$ cat src/rtl/coincidence_window.sv
`timescale 1ns/1ps
// -----------------------------------------------------------------------------
// coincidence_window
//
// Event qualifier between the 24 scintillator discriminator inputs and the
// hit latch / SPI readout stage. Raw hits are synchronized and edge-detected.
// The first edge opens a fixed coincidence window. Edges seen during the window
// are OR-accumulated into a mask. When the window closes, the mask is accepted
// only if enough plane pairs (bits [2k+1:2k]) are non-empty. An accepted mask
// is held on hit_out. A dead time follows both accept and reject.
//
// Parameters:
//   WINDOW_CYCLES  window length in clocks, including the entry cycle (1..255)
//   HOLD_CYCLES    clocks hit_out is held after an accept (1..255)
//   DEAD_CYCLES    clocks edges are ignored after the window closes (1..255)
//   MIN_PAIRS      minimum non-empty plane pairs needed to accept (1..12)
//
// Ports:
//   sys_clk        PLL system clock
//   rst_n          asynchronous active-low reset
//   hit_raw[23:0]  asynchronous discriminator outputs
//   arm            enables event capture; low during a window aborts it
//   cnt_clr        synchronous clear of the statistics counters
//   hit_out[23:0]  accepted mask while in HOLD, 0 otherwise
//   event_valid    one-cycle pulse on accept
//   event_reject   one-cycle pulse on reject
//   busy           high in WINDOW, HOLD and DEAD
//   accept_count   saturating count of accepted events
//   reject_count   saturating count of rejected events
//
// Build option: define COINC_STATS_EN to compile in the accept/reject
// counters. Without it both counts are tied to 0 and cnt_clr is unused.
// -----------------------------------------------------------------------------
module coincidence_window #(
  parameter int unsigned WINDOW_CYCLES = 16,
  parameter int unsigned HOLD_CYCLES   = 4,
  parameter int unsigned DEAD_CYCLES   = 32,
  parameter int unsigned MIN_PAIRS     = 12
) (
  input  logic        sys_clk,
  input  logic        rst_n,
  input  logic [23:0] hit_raw,
  input  logic        arm,
  input  logic        cnt_clr,
  output logic [23:0] hit_out,
  output logic        event_valid,
  output logic        event_reject,
  output logic        busy,
  output logic [15:0] accept_count,
  output logic [15:0] reject_count
);

  typedef enum logic [1:0] {
    ST_IDLE,
    ST_WINDOW,
    ST_HOLD,
    ST_DEAD
  } state_t;

  // Timers count down to zero, so a phase of N cycles is loaded with N-1.
  localparam logic [7:0] WIN_LOAD  = 8'(WINDOW_CYCLES - 1);
  localparam logic [7:0] HOLD_LOAD = 8'(HOLD_CYCLES - 1);
  localparam logic [7:0] DEAD_LOAD = 8'(DEAD_CYCLES - 1);
  localparam logic [3:0] MIN_PAIRS_L = 4'(MIN_PAIRS);

  // Number of plane pairs with at least one bit set.
  function automatic logic [3:0] count_pairs(input logic [23:0] m);
    logic [3:0] n;
    n = '0;
    for (int k = 0; k < 12; k++) begin
      n = n + 4'(m[2*k] | m[2*k+1]);
    end
    return n;
  endfunction

  // ---------------------------------------------------------------------------
  // Input path: two-flop synchronizer, then a "prev" flop for edge detection.
  // ---------------------------------------------------------------------------
  logic [23:0] sync1, sync2, prev;
  logic [23:0] hit_edge;

  // NOTE: sequential state uses non-blocking assignments so every flop samples
  // the pre-edge value of its source, which is what makes the chain a pipeline.
  always_ff @(posedge sys_clk or negedge rst_n) begin
    if (!rst_n) begin
      sync1 <= '0;
      sync2 <= '0;
      prev  <= '0;
    end else begin
      sync1 <= hit_raw;
      sync2 <= sync1;
      prev  <= sync2;
    end
  end

  assign hit_edge = sync2 & ~prev;

  // ---------------------------------------------------------------------------
  // Control FSM
  // ---------------------------------------------------------------------------
  state_t      state, state_nxt;
  logic [7:0]  timer, timer_nxt;
  logic [23:0] mask, mask_nxt;
  logic [23:0] hit_nxt;
  logic        valid_nxt, reject_nxt;
  logic [23:0] final_mask;
  logic [3:0]  pair_cnt;

  always_ff @(posedge sys_clk or negedge rst_n) begin
    if (!rst_n) begin
      state        <= ST_IDLE;
      timer        <= '0;
      mask         <= '0;
      hit_out      <= '0;
      event_valid  <= 1'b0;
      event_reject <= 1'b0;
      busy         <= 1'b0;
    end else begin
      state        <= state_nxt;
      timer        <= timer_nxt;
      mask         <= mask_nxt;
      hit_out      <= hit_nxt;
      event_valid  <= valid_nxt;
      event_reject <= reject_nxt;
      busy         <= (state_nxt != ST_IDLE);
    end
  end

  // The mask including this cycle's edges, so the last window cycle counts.
  assign final_mask = mask | hit_edge;
  assign pair_cnt   = count_pairs(final_mask);

  // NOTE: every signal written here gets a default first; a path that skipped
  // an assignment would otherwise infer a latch.
  always_comb begin
    state_nxt  = state;
    timer_nxt  = timer;
    mask_nxt   = mask;
    hit_nxt    = hit_out;
    valid_nxt  = 1'b0;
    reject_nxt = 1'b0;

    unique case (state)
      ST_IDLE: begin
        if (arm && (|hit_edge)) begin
          mask_nxt  = hit_edge;
          timer_nxt = WIN_LOAD;
          state_nxt = ST_WINDOW;
        end
      end

      ST_WINDOW: begin
        // Dropping arm wins over a close in the same cycle: the event vanishes.
        if (!arm) begin
          mask_nxt  = '0;
          timer_nxt = '0;
          state_nxt = ST_IDLE;
        end else if (timer == '0) begin
          if (pair_cnt >= MIN_PAIRS_L) begin
            mask_nxt  = final_mask;
            hit_nxt   = final_mask;
            valid_nxt = 1'b1;
            timer_nxt = HOLD_LOAD;
            state_nxt = ST_HOLD;
          end else begin
            mask_nxt   = '0;
            reject_nxt = 1'b1;
            timer_nxt  = DEAD_LOAD;
            state_nxt  = ST_DEAD;
          end
        end else begin
          mask_nxt  = final_mask;
          timer_nxt = timer - 8'd1;
        end
      end

      ST_HOLD: begin
        if (timer == '0) begin
          hit_nxt   = '0;
          mask_nxt  = '0;
          timer_nxt = DEAD_LOAD;
          state_nxt = ST_DEAD;
        end else begin
          timer_nxt = timer - 8'd1;
        end
      end

      ST_DEAD: begin
        if (timer == '0) begin
          state_nxt = ST_IDLE;
        end else begin
          timer_nxt = timer - 8'd1;
        end
      end

      default: begin
        state_nxt = ST_IDLE;
      end
    endcase
  end

  // ---------------------------------------------------------------------------
  // Statistics counters
  // ---------------------------------------------------------------------------
`ifdef COINC_STATS_EN
  logic [15:0] accept_q, reject_q;

  // Counters step on the same edge that raises the pulse, so a count and its
  // pulse always appear together.
  always_ff @(posedge sys_clk or negedge rst_n) begin
    if (!rst_n) begin
      accept_q <= '0;
      reject_q <= '0;
    end else if (cnt_clr) begin
      accept_q <= '0;
      reject_q <= '0;
    end else begin
      if (valid_nxt && (accept_q != 16'hFFFF)) begin
        accept_q <= accept_q + 16'd1;
      end
      if (reject_nxt && (reject_q != 16'hFFFF)) begin
        reject_q <= reject_q + 16'd1;
      end
    end
  end

  assign accept_count = accept_q;
  assign reject_count = reject_q;
`else
  logic unused_cnt_clr;
  assign unused_cnt_clr = cnt_clr;
  assign accept_count   = '0;
  assign reject_count   = '0;
`endif

endmodule
$ cat config.mk
export PLATFORM = sky130hd
export DESIGN_NAME = coincidence_window
export DESIGN_NICKNAME = d
export VERILOG_FILES = /design/src/rtl/coincidence_window.sv
export SDC_FILE = /design/constraint.sdc
export NUM_CORES = 1
export LEC_CHECK = 0
export BUFFER_PORTS_ARGS = -buffer_cell sky130_fd_sc_hd__buf_2
export CORE_MARGIN = 5
export CORE_UTILIZATION = 51
export DETAILED_ROUTE_END_ITERATION = 6
export PLACE_DENSITY = 0.76
export SLEW_MARGIN = 40
export SYNTH_ARGS = -nofsm -noshare
export SYNTH_HDL_FRONTEND = slang
export SYNTH_SLANG_ARGS = --single-unit
$ cat constraint.sdc
create_clock -name sys_clk -period 4.6 [get_ports sys_clk]
set_clock_uncertainty 0.15 [all_clocks]
set_input_delay 0.23 -clock sys_clk [delete_from_list [all_inputs] [get_ports sys_clk]]
set_output_delay 0.23 -clock sys_clk [all_outputs]
set_load 0.05 [all_outputs]
# [Yosys cells after proc, flatten, opt, wreduce, memory -nomap -nowiden]
# Index checks and enable logic that the tools add are counted.
[totals] ff_bits=133 inputBits=28 output_inout_bits=59 wordCells=89
[op_classes] n_addsub=12 n_lt_le_gt_ge=1 n_eq_ne=9 n_mux=32 bitwise_logic=15 reduce_logical=10
[ops] op="$mux 24" count=8
[ops] op="$pmux 24 s3" count=1
[ops] op="$pmux 24 s2" count=1
[ops] op="$mux 8" count=5
[ops] op="$add 4x1->4" count=8
[ops] op="$pmux 8 s4" count=1
[ops] op="$and 24x24->24" count=1
[ops] op="$not 24->24" count=1
[ops] op="$or 24x24->24" count=1
[ops] op="$reduce_or 24->1" count=1
[ops] op="$ne 2x2->1 const B" count=6
[ops] op="$or 1x1->1" count=12
[ops] op="$mux 2" count=5
[ops] op="$mux 1" count=9
[ops] op="$logic_not 8->1" count=1
[ops] op="$pmux 2 s4" count=1
[ops] op="$sub 8x1->8 const B" count=1
[ops] op="$mux 5" count=1
[ops] op="$reduce_and 5->1" count=1
[ops] op="$add 3x1->4" count=1
[ops] op="$eq 2x2->1 const B" count=2
[ops] op="$ge 4x4->1 const B" count=1
[ops] op="$reduce_bool 2->1" count=2
[ops] op="$add 2x1->3" count=1
[ops] op="other kinds (7)" count=7

# [Longest topological paths before layout]
# Gate-level depths: netlist of run 1.
[logic_depth] ltp_word=21 ltp_mapped=17 depth_no_buf=16

# [Worst setup path before layout of run 1]
# Ideal clock, no wire load.
[synth_path] path_kind="reg2reg" start="register prev[0]" end="register hit_out[18]" setup_time_ns=0.125 arrival_time_ns=4.389 required_time_ns=4.325 slack_ns=-0.064 path_stages_with_launch=18 n_path_buf=1 synth_period_minus_slack_ns=4.664 cell_sequence="dfrtp_1 nor2b_1 nor4_1 fa_1 inv_1 fa_1 inv_1 fa_1 fa_1 inv_1 ha_1 or4b_1 or3_1 o211ai_2 and2_4 a32oi_4 buf_6 mux2_4"
[synth_between] elab_chain_cells=18
[synth_rtl] element="start, declared" line_no="79" text="logic [23:0] sync1, sync2, prev;"
[synth_rtl] element="start signal, assigned" line_no="92" text="prev <= sync2;"
[synth_rtl] element="$not 24->24" line_no="96" text="assign hit_edge = sync2 & ~prev;"
[synth_rtl] element="$and 24x24->24" line_no="96"
[synth_rtl] element="$or 24x24->24" line_no="130" text="assign final_mask = mask | hit_edge;"
[synth_rtl] element="$or 1x1->1" line_no="71" text="n = n + 4'(m[2*k] | m[2*k+1]);"
[synth_rtl] element="$add 1x1->2" line_no="71"
[synth_rtl] element="$add 2x1->3" line_no="71"
[synth_rtl] element="$add 3x1->4" line_no="71"
[synth_rtl] element="$add 4x1->4 (8 in series)" line_no="71"
[synth_rtl] element="$ge 4x4->1" line_no="159" text="if (pair_cnt >= MIN_PAIRS_L) begin"
[synth_rtl] element="$ne 2x2->1 (no line)"
[synth_rtl] element="$reduce_and 5->1 (no line)"
[synth_rtl] element="end signal, assigned" line_no="122" text="hit_out <= hit_nxt;"
[synth_rtl] element="end, declared" line_no="45" text="output logic [23:0] hit_out,"
# No other way between the ends.
# A chain may end at the register's enable or synchronous reset.

# [Final worst setup path of run 1]
[layout_path] start="register sync2[15]" end="register hit_out[18]"
[layout_between] elab_chain_cells=11
[layout_rtl] element="start, declared" line_no="79"
[layout_rtl] element="start signal, assigned" line_no="91" text="sync2 <= sync1;"
[layout_rtl] element="$and 24x24->24" line_no="96"
[layout_rtl] element="$or 24x24->24" line_no="130"
[layout_rtl] element="$or 1x1->1" line_no="71"
[layout_rtl] element="$add 4x1->4 (5 in series)" line_no="71"
[layout_rtl] element="$ge 4x4->1" line_no="159"
[layout_rtl] element="$ne 2x2->1 (no line)"
[layout_rtl] element="$reduce_and 5->1 (no line)"
# No other way between the ends.

==> metrics.md, run 1 <==
| Metric | Value |
|---|---|
| DR pass1 iterations | 5 |
| Synth top area cells | dfrtp_1 60%, buf_4 4.6%, mux2i_1 3.0%, nor2b_1 2.9%, o21ai_0 2.8% |
| Final Cell Area | 7480 sq um |
| Full die area | between 10000 and 15000 sq um |
| Max Cap Viol | 0 |
| Crit Path Class | register to register |
| Internal Power | 2251 uW |
| PortBufs | 53 |
| Count leader, synth | dfrtp_1 |
| Vias in the first global route | about 4200 |
| Sw Ratio | 0.2523 |
| Sw Pwr | 759.6 uW |
| Gpl congestion | approximately 0.84 |
| Synth area leader | dfrtp_1 |
| Sequential fraction of the synthesis area | 0.5960 |
| Max-slew violation count | 0 |
| Top FF cell, synth | dfrtp_1 |
| Crit path launch type | register |
| Fin crit period | 4.650 ns |
| Worst-Skew Late Latency | ~0.53 ns |
| Avg WL per Cell | approximately 17 um |
| Slew @ Worst Pin | between 0.7 and 0.8 ns |
| Clock edge transition at the registers on the reported setup and hold paths | approximately 0.06 ns |
| DR vias | just over 4000 |
| Post-synth cell types | between 50 and 60 |
| Clock sink total | roughly 130 |
| Drt drc | 0 |
| Fin. Hold Viols | 0 |
| CORE AREA | roughly 11000 sq um |
| GRT Total Usage | 0.2058 |
| Most frequent cells after synthesis | 133 x dfrtp_1, 38 x inv_1, 37 x nor2_1, 34 x buf_4, 31 x o21ai_0 |
| Synth-to-layout area growth | 33.95% |
| N_diodes | 0 |
| Setup ws final | -0.04997 ns |
| Class of the worst hold path | primary input to register |
| Comb pwr share | 0.166 |
| Clock network power share | 0.429 |
| Hpwl dp | about 7.8 mm |
| Row cnt | 38 |
| Share of layout cells above drive strength 1 | 0.3083 |
| Leak pwr | between 0.003 and 0.004 uW |
| Num ports | slightly below 90 |
| Layout Nets | roughly 670 |
| DIE WIDTH | between 100 and 150 um |
| CTS HTree Levels | 4 |
| Status | complete, but fails checks |
| Worst Hold Depth | 2 |
| Final WL | between 10 and 15 mm |
| Seq pwr share | 0.404 |
| Post-DP Area | ~6200 sq um |
| Antenna Nets Post-Route | 0 |
| CTS tree | done |
| Syn Area/Cell | between 10 and 15 sq um |
| Ys async rst share | 1.000 |
| Final Util | 0.6930 |
| Final Cycle Share | 1.011 |
| DR vias/cell | about 5.3 |
| Number of synthesized register bits | roughly 130 |
| Die Height | approximately 110 um |
| Grt total ovfl | 0 |
| Pwr Density | just over 400 nW/um^2 |
| Syn Inst Count | approximately 480 |
| # setup viols final | 32 |
| Total CTS buffers | 17 |
| Violated checks | negative setup slack |
| Worst vdd ir | roughly 360 uV |
| CP Data Arrival Time | roughly 5 ns |
| Initial drt markers | between 200 and 250 |
| Synth warnings | 0 |
| Share of the synthesized area in the top cell type | 0.5960 |
| RSZ-0062 raised after global routing | yes |
| Worst Setup End Kind | register |
| Post-synth EDFFs | 0 |
| Crit-path max FO | 7 |
| Initial antenna violation count | 0 |
| Highest clock rate | 215.1 MHz |
| Largest net degree at the start of global routing | slightly above 60 |
| Max Buffers Root-to-Sink | 2 |
| Synth Cell Area | between 5000 and 6000 sq um |
| First-pass GRT wire length | between 20 and 25 mm |
| R2R depth | 17 |
| Slew headroom | 0.5293 |
| Root buffer cell | clkbuf_8 |
| CP required | 4.86 ns |
| Initial Utilization | 0.5174 |
| Setup_tns | -0.8054 ns |
==> sequential cells by signal, summed over array words and instances (netlist names), 2 cells and up <==
register / flops
timer: 8
hit_out: 24
sync1: 24
prev: 24
sync2: 24
state: 2
mask: 24
==> final cells by class <==
type                    count  area [sq um]
fillers                   666          3313
clock inverters            10         133.9
clock buffers              20         425.4
repair buffers            147          1110
well taps                 140         175.2
multi-input cells         291          2165
flip-flops and latches    133          3328
inverters                  38         142.6
==> what timing repair did <==
item,in CTS,in global routing
endpoints found under the hold margin,85,13
setup buffers,25,4
hold buffers,26,1
pin swaps,20,24
setup endpoints to repair,53,52
gates resized for setup,28,27
==> cell families (layout without fill, tap and decap cells) <==
| group | Yosys count | in the layout | synth area share |
|---|---|---|---|
| flip-flops | 133 | 133 | 0.5960 |
| AND/OR/NAND/NOR | 129 | 129 | 0.1237 |
| AO/OA/AOI/OAI | 90 | 90 | 0.1073 |
| buffers and inverters | 82 | 215 | 0.08133 |
| multiplexers | 25 | 25 | 0.04929 |
| adder cells (fa/ha/maj) | 15 | 15 | 0.04168 |
| other | 1 | 32 | 0.0006715 |
==> power by group through the flow <==
stage	combinational, uW	sequential [uW]	clock [uW]
finish	501	1220	1290
global route	544	1220	1360
CTS	394	1220	1300
detailed placement	319	1230	0
global placement	308	1230	0
floorplan	234	1230	0
==> layer usage <==
metal	vias to the layer above	part of all wire	GRT usage
li1	1879	-	-
met1	2064	0.38	0.2467
met2	166	0.52	0.3555
met3	43	0.056	0.04598
met4	0	0.036	0.08947
met5	-	0	0
==> layout by cell type (no fill, tap or decap), types with 2 or more instances in the layout <==
cell type	n
nor2b_1	15
buf_12	4
inv_1	36
a32o_1	11
ha_1	8
nor2_1	33
nor3_4	2
mux2i_1	17
o21ai_1	2
nor2b_4	9
clkinvlp_4	2
nor3_1	17
nand3_1	3
buf_6	5
buf_4	59
nor4_4	3
nor4_1	10
a21oi_1	23
dfrtp_1	133
o21ai_0	29
a31oi_1	3
buf_2	52
clkinv_2	4
nor2_4	3
inv_2	2
clkbuf_16	16
o211ai_1	3
or3_4	3
conb_1	32
mux2_4	8
o31ai_1	3
or3_1	2
bufinv_16	3
clkbuf_1	3
fa_1	5
nand2_1	12
dlygate4sd3_1	27
nor2_2	2
nor2b_2	2
nand2_2	2
==> path summary, 6_finish.rpt <==
| path | startpoint | to | slack [ns] |
|---|---|---|---|
| worst min register to register | sync1[17] | sync2[17] | 0.20 |
| worst min-delay path | hit_raw[15] | sync1[15] | 0.18 |
| worst max register to register | sync2[15] | hit_out[18] | -0.05 |
| min in group asynchronous | rst_n | sync1[9] | 0.50 |
| worst max-delay path | sync2[15] | hit_out[18] | -0.05 |
| max in group asynchronous | rst_n | mask[10] | 2.75 |
==> critical path, cell delays in order, from the launching register on <==
cell	delay [ns]
dfrtp_1	0.39
nor2b_1	0.15
nor2_1	0.16
nand2_1	0.09
fa_1	0.47
fa_1	0.49
inv_1	0.05
fa_1	0.52
fa_2	0.19
inv_2	0.04
ha_4	0.16
or3_4	0.40
nor3_4	0.24
o211ai_4	0.12
and2_4	0.18
a32oi_4	0.24
buf_12	0.18
mux2_4	0.30
==> through the flow <==
| step | total power, uW | setup WS, ns | hold slack, ns | cells |
|---|---|---|---|---|
| 2_1_floorplan | 1464 | 0.01223 | -0.2156 | 506 |
| 3_3_place_gp | 1541 | -0.1598 | 0.1813 | 695 |
| 3_5_place_dp | 1553 | -0.2619 | 0.1836 | 696 |
| 4_1_cts | 2911 | -0.03530 | 0.1745 | 774 |
| 5_1_grt | 3124 | -0.1642 | 0.1748 | 779 |
| 6_report | 3010 | -0.04997 | 0.1766 | 779 |
Power figures use the tool's default switching activity.
==> run 2: changes to the inputs <==
- ABC_AREA: default -> 1
- CORE_UTILIZATION: 51 -> 52
==> metrics.md, run 2 <==
| Metric | Value |
|---|---|
| Status | completed |
| Commonest non-fill, non-tap cell in the layout | nand2_1 |
| # fillers | about 940 |
| Share of the synthesized area in the top cell type | 0.5440 |
| Max incr delay on CP | between 0.5 and 0.6 ns |
| Final Util | 0.6415 |
| GRT Total Usage | 0.1866 |
| Worst vdd ir | 398.3 uV |
| Commonest cells after routing, fill and taps aside | 228 x nand2_1, 133 x dfrtp_1, 75 x inv_1 |
| Num ports | between 80 and 90 |
| Crit Path Class | register to register |
| Largest net degree at the start of global routing | 67 |
| PortBufs | 53 |
| Clock edge transition at the registers on the reported setup and hold paths | 0.06 ns |
| Full die area | approximately 14000 sq um |
| Crit path launch type | register |
| Avg WL per Cell | between 10 and 15 um |
| Initial drt markers | 346 |
| Sequential fraction of the synthesis area | 0.5440 |
| Fin. Hold Viols | 0 |
| Antenna Nets Post-Route | 0 |
| RSZ-0062 raised after global routing | no |
| Reg-to-reg setup timing slack | between 0.2 and 0.25 ns |
| Setup_tns | 0 ns |
| Pwr Density | 631.9 nW/um^2 |
| Drt drc | 0 |
| CP cell instances | inv_1, or2_4, inv_2, nor2_1, inv_1, nor2_1, fa_1, inv_2, fa_1, inv_1, fa_1, fa_2, inv_1, ha_1, inv_1, nor2_1, nand2_1, nand2_1, nand2_2, nand3_2, or2_4, clkbuf_16, nand3_1, nand2_1 |
| # setup viols final | 0 |
| Hpwl dp | 8.641 mm |
| Seq. cell area | approximately 3300 sq um |
| Synth warnings | 0 |
| DR vias | 4703 |
| DR pass1 iterations | 5 |
| Initial antenna violation count | 0 |
| Worst Setup End Kind | register |
| Row cnt | 39 |
| R2R depth | 24 |
| Clock sink total | between 100 and 150 |
| Share of layout cells above drive strength 1 | 0.1644 |
| Syn Area/Cell | between 8 and 9 sq um |
| Most used cell, CP | inv_1 |
| Synth-to-layout area growth | 20.22% |
| DR vias/cell | between 4 and 5 |
| Grt total ovfl | 0 |
| Slew @ Worst Pin | about 0.65 ns |
| Layout Nets | ~850 |
| Syn Inst Count | 713 |
| Fin crit period | 4.356 ns |
| Crit-path max FO | 7 |
| Slew headroom | 0.5605 |
| DIE WIDTH | around 120 um |
| Synth top area cells | dfrtp_1 54%, nand2_1 14%, inv_1 4.7%, buf_4 4.2%, nor2_1 4.1% |
| Vias in the first global route | 4586 |
| Leak pwr | 0.004128 uW |
| First-pass GRT wire length | between 20 and 25 mm |
| Multi-input gate area | ~2200 sq um |
| Top FF cell, synth | dfrtp_1 |
| Reg2Reg Launch Point | sync2[1] |
| CTS HTree Levels | 4 |
| Post-synth EDFFs | 0 |
| Synth area leader | dfrtp_1 |
| Final Cycle Share | 0.9469 |
| Most frequent cells after synthesis | 228 x nand2_1, 133 x dfrtp_1, 77 x inv_1, 67 x nor2_1, 49 x nand3_1 |
| Root buffer cell | clkbuf_16 |
| Max Buffers Root-to-Sink | 2 |
| Synth Cell Area | 6118 sq um |
| CORE AREA | ~11000 sq um |
| CP required | between 4 and 5 ns |
| CTS tree | done |
| Ys async rst share | 1.000 |
| Max Cap Viol | 0 |
| CP Data Arrival Time | between 4 and 5 ns |
| Highest clock rate | roughly 230 MHz |
| Initial Utilization | 0.5336 |
| RR Endpoint | hit_out[0] |
| Die Height | roughly 120 um |
| Final WL | ~13 mm |
| Count leader, synth | nand2_1 |
| Number of synthesized register bits | between 100 and 150 |
| Max-slew violation count | 0 |
| N_diodes | 0 |
| Gpl congestion | 0.9041 |
| Class of the worst hold path | primary input to async pin |
| Total CTS buffers | 17 |
| Worst-Skew Late Latency | 0.42 ns |
| Critical-path top delay cell | fa_1 |
| Post-synth cell types | 30 |
run 2: cell count changes after synthesis, moves of 12 or more:
cell / delta
nand2_2: +13
nor2_1: +30
mux2i_1: -17
nor4_1: -14
nand3_1: +46
inv_1: +39
nand2_1: +214
nor2b_1: -26
o21ai_0: -12
run 2: metrics by stage:
| step | hold WS (ns) | power (uW) | area [sq um] | instances | setup slack, ns |
|---|---|---|---|---|---|
| 6_report | 0.09887 | 4648 | 7356 | 958 | 0.2442 |
| 5_1_grt | 0.1391 | 4971 | 7356 | 958 | 0.01085 |
| 4_1_cts | 0.09175 | 4641 | 7284 | 955 | 0.001244 |
| 3_5_place_dp | -0.009456 | 3230 | 6417 | 898 | 0.01497 |
| 3_3_place_gp | -0.008629 | 3134 | 6417 | 898 | 0.1229 |
| 2_1_floorplan | -0.2156 | 2827 | 6235 | 744 | 0.2880 |
run 2: kinds of logic (layout without fill, tap and decap cells):
group | count (synthesis) | in the layout | synth area share
xor gates and xnor gates | 4 | 4 | 0.005725
and+or+nand+nor | 384 | 385 | 0.2659
DFF | 133 | 133 | 0.5440
buffers and inverters | 138 | 208 | 0.1121
AOI/OAI and AO/OA | 38 | 38 | 0.03374
adders and majority gates | 15 | 15 | 0.03804
other | 1 | 32 | 0.0006129
run 2: layout make-up:
cell class / instances / area share
clock buffer: 19 / 0.06021
clock inverter: 13 / 0.02330
inverter: 83 / 0.04235
multi-input combinational: 474 / 0.3055
sequential: 133 / 0.4525
tap: 143 / 0.02432
timing repair buffer: 93 / 0.09185
run 2: layer usage:
layer | vias to the layer above | routed length (um) | global-route usage
met5 | - | 0 | 0
met4 | 0 | 267 | 0.08150
met3 | 21 | 877 | 0.05349
met2 | 179 | 6197 | 0.3003
met1 | 2203 | 5299 | 0.2364
li1 | 2300 | - | -
run 2: worst max-delay path, delay by kind of cell (launching register included):
family / cells / cell delay (ns)
and+or+nand+nor: 11 / 1.13
adders and majority gates: 5 / 2.07
buffers and inverters: 8 / 0.56
DFF: 1 / 0.34
run 2: where the power goes:
part	leakage, uW	total [uW]	switching, uW	internal, uW
registers	0.00166	1440	100	1340
clock network	0.000295	1380	504	873
logic	0.00217	1830	1280	552
total	0.00413	4650	1880	2770
run 2: how the worst max path moves through the flow:
stage / from / to / slack, ns / cells after the start
2_1_floorplan: prev[1] / hit_out[10] / 0.29 / 24
3_3_place_gp: sync2[1] / hit_out[10] / 0.12 / 24
3_5_place_dp: sync2[1] / hit_out[1] / 0.01 / 24
4_1_cts: sync2[1] / hit_out[1] / 0.001 / 24
5_1_grt: sync2[1] / hit_out[1] / 0.01 / 24
6_report: sync2[1] / hit_out[0] / 0.24 / 24
run 2: repair_timing:
item	in CTS	in global routing
buffers inserted	0	1
pin swaps	0	8
endpoints found under the setup margin	22	50
endpoints found under the hold margin	48	0
gates cloned	0	2
resized for setup	1	8
hold buffers	25	0
==> run 3: changes to the inputs <==
- CORE_MARGIN: 5 -> 3
==> metrics.md, run 3 (synthesis gave the netlist of run 2 again) <==
| Metric | Value |
|---|---|
| DIE WIDTH | 114.5 um |
| Clock edge transition at the registers on the reported setup and hold paths | 0.06 ns |
| Final Cell Area | 7315 sq um |
| DR vias/cell | about 5 |
| Synth-to-layout area growth | 19.55% |
| Root buffer cell | clkbuf_16 |
| GRT Total Usage | 0.2039 |
| Final Cycle Share | 0.9544 |
| Slew @ Worst Pin | around 0.7 ns |
| Seq. cell area | approximately 3300 sq um |
| Setup ws final | about 0.21 ns |
| Layout Nets | approximately 840 |
| Total CTS buffers | 17 |
| Crit path launch type | register |
| CORE AREA | approximately 11000 sq um |
| Crit-path max FO | 6 |
| DR pass1 iterations | 5 |
| Max incr delay on CP | 0.54 ns |
| Largest net degree at the start of global routing | 90 |
| Hpwl dp | 8.712 mm |
| CP required | around 4.8 ns |
| Class of the worst hold path | primary input to register |
| Fin. Hold Viols | 0 |
| Max Used Layer | met4 |
| Leak pwr | between 0.004 and 0.005 uW |
| Most used cell, CP | inv_1 |
| Status | completed |
| CP top delay family | adder cells |
| Pwr Density | around 620 nW/um^2 |
| Max Cap Viol | 0 |
| Drt drc | 0 |
| Final Util | 0.6546 |
| Full die area | 13100 sq um |
| Vias in the first global route | between 4000 and 5000 |
| First-pass GRT wire length | approximately 21 mm |
| Row cnt | 38 |
| Slew headroom | 0.5219 |
| Initial drt markers | ~380 |
| Multi-input gate area | between 2000 and 2500 sq um |
| Avg WL per Cell | ~13 um |
| Share of layout cells above drive strength 1 | 0.1646 |
| RSZ-0062 raised after global routing | no |
| CP Data Arrival Time | 4.54 ns |
| Worst Setup End Kind | register |
| Antenna Nets Post-Route | 0 |
| Pre-CTS setup slack | -0.06587 ns |
| Buffer count from post-CTS setup fixing | 0 |
| M1 WL | approximately 5.5 mm |
| Max Buffers Root-to-Sink | 2 |
| Fin crit period | 4.390 ns |
| Commonest non-fill, non-tap cell in the layout | nand2_1 |
| # setup viols final | 0 |
| Initial Utilization | 0.5476 |
| Initial antenna violation count | 0 |
| N_diodes | 0 |
| Commonest cells after routing, fill and taps aside | 228 x nand2_1, 133 x dfrtp_1, 76 x inv_1 |
| Wire length on met2 | a little over 6 mm |
| Clock sink total | about 130 |
| # fillers | 869 |
| CP bufs+invs | 7 |
| Hold WS | 0.1862 ns |
| CTS HTree Levels | 4 |
| Critical-path top delay cell | fa_1 |
| CP cell instances | or2_4, inv_2, nor2_1, inv_1, nor2_1, fa_1, inv_1, fa_1, inv_1, fa_1, fa_2, inv_1, ha_1, inv_1, nor2_1, nand2_1, nand2_1, nand2_2, nand3_2, or2_4, clkbuf_16, nand3_1, nand2_1 |
| Gpl congestion | about 0.88 |
| Die Height | around 110 um |
| Highest clock rate | about 230 MHz |
| DR vias | roughly 4800 |
| Max-slew violation count | 0 |
| Worst vdd ir | 391.5 uV |
| Final WL | approximately 13 mm |
| Crit Path Class | register to register |
| Grt total ovfl | 0 |
| CTS tree | done |
| PortBufs | 53 |
| Routed wl met3 | slightly above 800 um |
| Num ports | a little under 90 |
| Worst-Skew Late Latency | around 0.42 ns |
| Post-DP Area | ~6400 sq um |
run 3: stage by stage:
stage | total power, uW | std cells | TNS [ns]
finish | 4563 | 954 | 0
global route | 4879 | 954 | 0
CTS | 4551 | 952 | 0
detailed placement | 3237 | 895 | -0.6877
global placement | 3145 | 895 | 0
floorplan | 2827 | 744 | 0
run 3: what timing repair did:
action,CTS,global route
hold buffers,25,0
endpoints found under the setup margin,24,49
endpoints found under the hold margin,112,0
pin swaps,0,3
resized for setup,1,7
gates cloned,0,2
run 3: area by class of cell:
type	instances	area share
inverter	83	0.04259
clock inverter	15	0.01984
timing repair buffer	92	0.09288
multi-input combinational	474	0.3076
clock buffer	17	0.05816
tap	140	0.02395
sequential	133	0.4550
run 3: layer usage:
layer  vias up  GRT usage
met5         -          0
met4         0    0.08630
met3        34    0.05285
met2       177     0.3221
met1      2290     0.2677
li1       2309          -
run 3: worst register-to-register path: stages, from the launching register on:
cell and delay (ns):
dfrtp_1 0.35, or2_4 0.26, inv_2 0.06, nor2_1 0.05, inv_1 0.07, nor2_1 0.06
fa_1 0.53, inv_1 0.05, fa_1 0.54, inv_1 0.05, fa_1 0.45, fa_2 0.33
inv_1 0.06, ha_1 0.22, inv_1 0.06, nor2_1 0.03, nand2_1 0.08, nand2_1 0.07
nand2_2 0.07, nand3_2 0.07, or2_4 0.35, clkbuf_16 0.19, nand3_1 0.07, nand2_1 0.07
run 3: path summary, 6_finish.rpt:
kind                          start           to  slack (ns)  cells past startpoint
setup / recovery            prev[1]  hit_out[23]        0.21                     23
hold / removal                  arm     timer[5]        0.19                      7
setup reg to reg            prev[1]  hit_out[23]        0.21                     23
hold reg to reg            sync1[6]     sync2[6]        0.19                      0
max in group asynchronous     rst_n     mask[23]        3.00                      3
min in group asynchronous     rst_n   hit_out[7]        0.27                      2
run 3: power by group:
part / internal (uW) / switching (uW)
Combinational: 549 / 1290
Clock: 755 / 529
Sequential: 1340 / 96.4
